$ cat config.mk
export PLATFORM = sky130hd
export DESIGN_NAME = fetch_pc_unit
export DESIGN_NICKNAME = d
export VERILOG_FILES = /design/src/rtl/mips_pkg.sv /design/src/rtl/fetch_pc_unit_pc_next_reg.sv /design/src/rtl/fetch_pc_unit.sv
export SDC_FILE = /design/constraint.sdc
export NUM_CORES = 1
export LEC_CHECK = 0
export CAP_MARGIN = 0
export CORE_MARGIN = 4
export CORE_UTILIZATION = 35
export DETAILED_ROUTE_END_ITERATION = 7
export GPL_TIMING_DRIVEN = 1
export PLACE_DENSITY = 0.69
export SLEW_MARGIN = 20
export SYNTH_ARGS = -nofsm -noshare
export SYNTH_HDL_FRONTEND = slang
export SYNTH_HIERARCHICAL = 1
export SYNTH_SLANG_ARGS = --single-unit
$ cat constraint.sdc
create_clock -name Clk -period 5.6 [get_ports Clk]
set_input_delay 0.84 -clock Clk [delete_from_list [all_inputs] [get_ports Clk]]
set_output_delay 0.84 -clock Clk [all_outputs]
set_load 0.01 [all_outputs]
$ cat src/rtl/mips_pkg.sv
// Shared fetch-stage constants: FSM state encoding, PC step, reset PC and a
// word-alignment helper. Imported by fetch_pc_unit and pc_next_reg.
package mips_pkg;

    // FSM state encoding, kept as plain constants for older tool flows.
    localparam logic [1:0] ST_IDLE  = 2'd0;
    localparam logic [1:0] ST_FETCH = 2'd1;
    localparam logic [1:0] ST_VALID = 2'd2;

    localparam logic [31:0] PC_STEP      = 32'd4;
    localparam logic [31:0] RESET_PC_DEF = 32'h0000_0000;

    // Clear the byte-offset bits so an address points at a whole word.
    function automatic logic [31:0] word_align(input logic [31:0] addr);
        return {addr[31:2], 2'b00};
    endfunction

endpackage

$ cat src/rtl/fetch_pc_unit_pc_next_reg.sv
// Program counter register with its next-PC mux (sequential PC + 4 or an
// externally supplied target). The caller decides when the PC moves.
module pc_next_reg
    import mips_pkg::*;
#(
    parameter logic [31:0] RESET_PC = RESET_PC_DEF
) (
    input  logic        clk_i,
    input  logic        reset_i,
    input  logic        load_i,
    input  logic        take_target_i,
    input  logic [31:0] target_i,
    output logic [31:0] pc_o,
    output logic [31:0] pc_plus4_o
);

    logic [31:0] pc_q;
    logic [31:0] pc_d;

    // 32-bit add truncates, so 32'hFFFF_FFFC steps to 32'h0000_0000.
    assign pc_plus4_o = pc_q + PC_STEP;
    assign pc_o       = pc_q;

    // Next-PC selection: hold unless told to load, then target or PC + 4.
    // NOTE: every signal written in always_comb gets a default first, so no path leaves it unassigned and no latch is inferred.
    always_comb begin
        pc_d = pc_q;
        if (load_i) begin
            pc_d = take_target_i ? target_i : pc_plus4_o;
        end
    end

    // PC register with synchronous reset to RESET_PC.
    // NOTE: sequential state uses non-blocking assignments so all registers update together at the edge.
    always_ff @(posedge clk_i) begin
        if (reset_i) begin
            pc_q <= RESET_PC;
        end else begin
            pc_q <= pc_d;
        end
    end

endmodule

$ cat src/rtl/fetch_pc_unit.sv
// Instruction fetch unit: IDLE/FETCH/VALID handshake FSM, instruction holding
// register and PC control (PC register lives in pc_next_reg).
// Optional feature macro FETCH_MISALIGN_TRAP_EN: when defined, a PC update to
// a non-word-aligned target raises Misalign and parks the FSM in IDLE until
// Reset or a Flush to an aligned target. When undefined, targets are silently
// word-aligned.
module fetch_pc_unit
    import mips_pkg::*;
#(
    parameter logic [31:0] RESET_PC = RESET_PC_DEF,
    parameter int unsigned INSTR_W  = 32
) (
    input  logic               Clk,
    input  logic               Reset,
    input  logic [31:0]        Branch_target,
    input  logic               PC_sel,
    input  logic               Flush,
    output logic               Mem_req,
    output logic [31:0]        Mem_addr,
    input  logic               Mem_ready,
    input  logic [INSTR_W-1:0] Mem_rdata,
    output logic [INSTR_W-1:0] Instr,
    output logic               Instr_valid,
    input  logic               Instr_ready,
    output logic [31:0]        PC,
    output logic [31:0]        PC_plus4
`ifdef FETCH_MISALIGN_TRAP_EN
    ,
    output logic               Misalign
`endif
);

    logic [1:0]         state_q;
    logic [1:0]         state_d;
    logic [INSTR_W-1:0] instr_q;
    logic [INSTR_W-1:0] instr_d;

    logic               accept;
    logic               take_target;
    logic               pc_load;
    logic               trap_hit;
    logic               hold_idle;
    logic [31:0]        pc_target;

    // Decode consumes the held instruction only while it is presented.
    assign accept      = (state_q == ST_VALID) && Instr_ready;
    // Flush always redirects; otherwise PC_sel matters only on an accept,
    // because the PC register is loaded only on accept or flush.
    assign take_target = Flush || PC_sel;

`ifdef FETCH_MISALIGN_TRAP_EN
    logic misalign_q;

    assign trap_hit  = (Flush || (accept && PC_sel)) && (Branch_target[1:0] != 2'b00);
    assign pc_target = Branch_target;
    assign hold_idle = misalign_q;
    assign Misalign  = misalign_q;

    // Sticky trap flag: set by a misaligned redirect, cleared by Reset or an aligned Flush.
    always_ff @(posedge Clk) begin
        if (Reset) begin
            misalign_q <= 1'b0;
        end else if (trap_hit) begin
            misalign_q <= 1'b1;
        end else if (Flush) begin
            misalign_q <= 1'b0;
        end
    end
`else
    assign trap_hit  = 1'b0;
    assign pc_target = word_align(Branch_target);
    assign hold_idle = 1'b0;
`endif

    // A trapped redirect must leave the PC where it was.
    assign pc_load = (Flush || accept) && !trap_hit;

    // Next-state and instruction-capture logic; Flush outranks accept and Mem_ready.
    always_comb begin
        state_d = state_q;
        instr_d = instr_q;
        if (Flush || accept) begin
            state_d = trap_hit ? ST_IDLE : ST_FETCH;
        end else begin
            case (state_q)
                ST_IDLE: begin
                    if (!hold_idle) begin
                        state_d = ST_FETCH;
                    end
                end
                ST_FETCH: begin
                    if (Mem_ready) begin
                        state_d = ST_VALID;
                        instr_d = Mem_rdata;
                    end
                end
                ST_VALID: begin
                    state_d = ST_VALID;
                end
                default: begin
                    state_d = ST_IDLE;
                end
            endcase
        end
    end

    // FSM and instruction registers with synchronous reset.
    always_ff @(posedge Clk) begin
        if (Reset) begin
            state_q <= ST_IDLE;
            instr_q <= '0;
        end else begin
            state_q <= state_d;
            instr_q <= instr_d;
        end
    end

    assign Mem_req     = (state_q == ST_FETCH);
    assign Mem_addr    = PC;
    assign Instr       = instr_q;
    assign Instr_valid = (state_q == ST_VALID);

    pc_next_reg #(
        .RESET_PC(RESET_PC)
    ) u_pc_next_reg (
        .clk_i        (Clk),
        .reset_i      (Reset),
        .load_i       (pc_load),
        .take_target_i(take_target),
        .target_i     (pc_target),
        .pc_o         (PC),
        .pc_plus4_o   (PC_plus4)
    );

endmodule

==> impl_metrics.py <==
metrics = {
    "status": {
        "outcome": "finished clean",
    },
    "sta": {
        "period_share_pct": 75.1,
        "setup_viol": 0,
        "rsz0062_at_grt": "false",
        "fin_skew_ns": 0.00855,
        "maxSlewViolCount": 0,
        "max_slew_margin_pct": 39.7,
        "period_needed_ns": 4.21,
        "tns_ns": 0,
        "tightest_slew_ns": 0.904,
        "hold_viol": 0,
        "fmax_mhz": 238,
    },
    "route": {
        "drt_iter0_markers": 352,
        "num_vias": 4440,
        "wl_mm": 14.3,
        "ant_nets": 0,
        "dr.pass1.iters": 5,
        "wl_per_cell_um": 17.0,
        "drc": 0,
        "via_per_inst": 5.26,
    },
    "logic_synthesis": {
        "ys_seq_area_share_pct": 29.7,
        "syn-cell-area_um2": 4450,
        "async_reset_ff_share_pct": 0,
        "yosysWarnings": 6,
        "synth_top_area_share_pct": 29.7,
        "synthDistinctLibCells": 60,
        "syn_inst": 537,
        "syn_area_per_cell_um2": 8.29,
        "synth-edff-count": 0,
        "synth_top_cell_by_area": "dfxtp_1",
        "synthFlopType": "dfxtp_1",
        "ys_seq_elements": 66,
        "yosys-top-cells-area": "dfxtp_1, nand2b_1, mux2i_1",
    },
    "layout": {
        "multi_input_area_um2": 2560,
        "nets": 745,
        "seqCellArea_um2": 1320,
        "n_fill_cell": 1166,
        "layout-drive-gt1-share_pct": 5.18,
        "area_growth_pct": 45.3,
        "antennaDiodeCount": 0,
    },
    "power": {
        "switching_share_pct": 26.3,
        "p_total_mw": 1.45,
        "ir_drop_mv": 0.135,
        "clkPwrFrac_pct": 41.4,
        "p_sw_mw": 0.381,
        "intPower_mw": 1.07,
        "cellLeakagePower_nw": 2.24,
        "p_seq_share_pct": 37.1,
        "p_per_area_nw_per_um2": 224,
        "comb_power_share_pct": 21.5,
    },
    "worst_setup_path": {
        "path_cells": "nand4_1 -> nor2_2 -> nand4_1 -> xnor2_1 -> clkdlybuf4s50_1",
        "path_common_cell": "nand4_1",
        "cp-start-kind": "flip-flop",
        "cp.required_ns": 4.76,
        "path_max_fanout": 16,
        "critPathMaxStageDelay_ns": 0.77,
        "worstSetupPathType": "flip-flop to output pin",
        "endpoint_kind": "output pin",
        "crit_slowest_cell": "nor2_2",
        "critPathArrivalTime_ns": 3.37,
    },
    "clock_tree": {
        "cts_max_path_buffers": 2,
        "clock-root-buffer": "clkbuf_16",
        "cts_tree": "yes",
        "cts.sinks": 66,
        "clock_latency_ns": 0.33,
        "cts_resized": 0,
        "cts_buffers": 9,
        "ctsHoldBuffers": 0,
        "cts_max_level": 3,
        "clk_pin_slew_ns": 0.06,
        "cts_setup_buffers": 0,
    },
    "global_route": {
        "grt_start_max_net_pins": 100,
        "grt_pass1_vias": 4318,
        "grt-ovfl-total": 0,
        "antenna_found_initial": 0,
        "grt_pass1_wl_mm": 22.4,
        "grt_use_total_pct": 19.0,
    },
    "floorplanning": {
        "initial_core_util_pct": 36.5,
        "die_area_um2": 14600,
        "io_pins": 200,
        "core_area_um2": 12200,
        "die_w_um": 121,
        "chipHeight_um": 121,
        "placementRows": 40,
    },
    "placed_design": {
        "port_buffers": 197,
        "place_hpwl_mm": 10.3,
        "routabilityCongestion": 0.819,
    },
    "worst_hold_path": {
        "hp-class": "flip-flop to flip-flop",
    },
    "run": {
        "maxCapViolCount": 0,
    },
}
-- cell usage after synthesis (all sizes together) (4+ instances only) --
cell and instances:
a21oi 19, buf 51, xnor2 17, o21ai 12, nand4 16, inv 17, clkbuf 26, a31oi 11
xor2 10, mux2i 37, nor4 12, dfxtp 66, nor2 36, a311o 6, a22oi 8, nand3 15
nand2 38, a32oi 4, nand2b 67, and3 6, o41ai 4, ha 4, nor3 8, o2111ai 4
-- sequential cells by signal (all words and copies together) (netlist names) --
register            flops
Instr                  32
state_q                 2
u_pc_next_reg/pc_o     32
-- kinds of logic after synthesis --
| kind of cell | Yosys count | share of synthesized area, % |
|---|---|---|
| buf+inv | 95 | 12.8 |
| compound gates | 94 | 15.2 |
| mux | 38 | 8.57 |
| xor+xnor | 27 | 5.31 |
| simple gates | 212 | 27.2 |
| flops | 66 | 29.7 |
| fa+ha+maj | 4 | 1.12 |
| other cells | 1 | 0.0842 |
-- layout by cell type (no fill, tap or decap), types with 12 or more instances in the layout --
master / count
nand2_1: 38
a21oi_1: 18
nand3_1: 15
nor2_1: 35
inv_1: 17
nand4_1: 14
xnor2_1: 17
mux2i_1: 37
o21ai_0: 12
nand2b_1: 67
clkdlybuf4s50_1: 196
dfxtp_1: 66
-- per-stage QoR --
stage	hold WS [ns]	area, µm²	utilization (%)	worst slack, ns	cells
2_1_floorplan	0.493	4460	-	2.99	538
3_3_place_gp	0.459	6140	50.3	1.90	828
3_5_place_dp	0.466	6140	50.3	1.82	828
4_1_cts	0.473	6470	53.0	1.45	844
5_1_grt	0.497	6470	53.0	1.24	844
6_report	0.470	6470	53.0	1.39	844
-- power groups by stage --
| stage | registers, mW | logic, mW | clock network (mW) |
|---|---|---|---|
| after global placement | 0.545 | 0.308 | 0 |
| final | 0.537 | 0.312 | 0.600 |
| after CTS | 0.537 | 0.314 | 0.617 |
| after detailed placement | 0.547 | 0.311 | 0 |
| after global routing | 0.543 | 0.334 | 0.637 |
| after floorplan | 0.540 | 0.160 | 0 |
-- layout make-up --
| cell class | instances | share of cell area [%] |
|---|---|---|
| clock inverter | 3 | 0.696 |
| multi-input combinational | 377 | 39.6 |
| inverter | 18 | 1.04 |
| tap | 168 | 3.25 |
| sequential | 66 | 20.4 |
| clock buffer | 13 | 4.33 |
| timing repair buffer | 199 | 30.6 |
-- metal layers --
metal	wire length, µm	GRT usage [%]	up-vias
met1	6110	23.4	2070
met3	1300	6.03	15
li1	-	-	2126
met4	165	5.03	0
met2	6770	32.1	229
met5	0	0	-
-- worst paths after layout --
path                          from                    end  slack [ns]  cells past startpoint
max          u_pc_next_reg/pc_o[6]           PC_plus4[31]        1.39                      5
min                      Instr[30]              Instr[30]        0.47                      2
max reg2reg             state_q[0]  u_pc_next_reg/pc_o[7]        2.66                      8
min reg2reg              Instr[30]              Instr[30]        0.47                      2
-- worst max-delay path, delay by kind of cell (launching register included) --
family | cells | cell delay (ns)
buffers and inverters | 1 | 0.57
and+or+nand+nor | 3 | 1.70
xor gates and xnor gates | 1 | 0.21
DFF | 1 | 0.55
(Power assumes the default switching activity.)
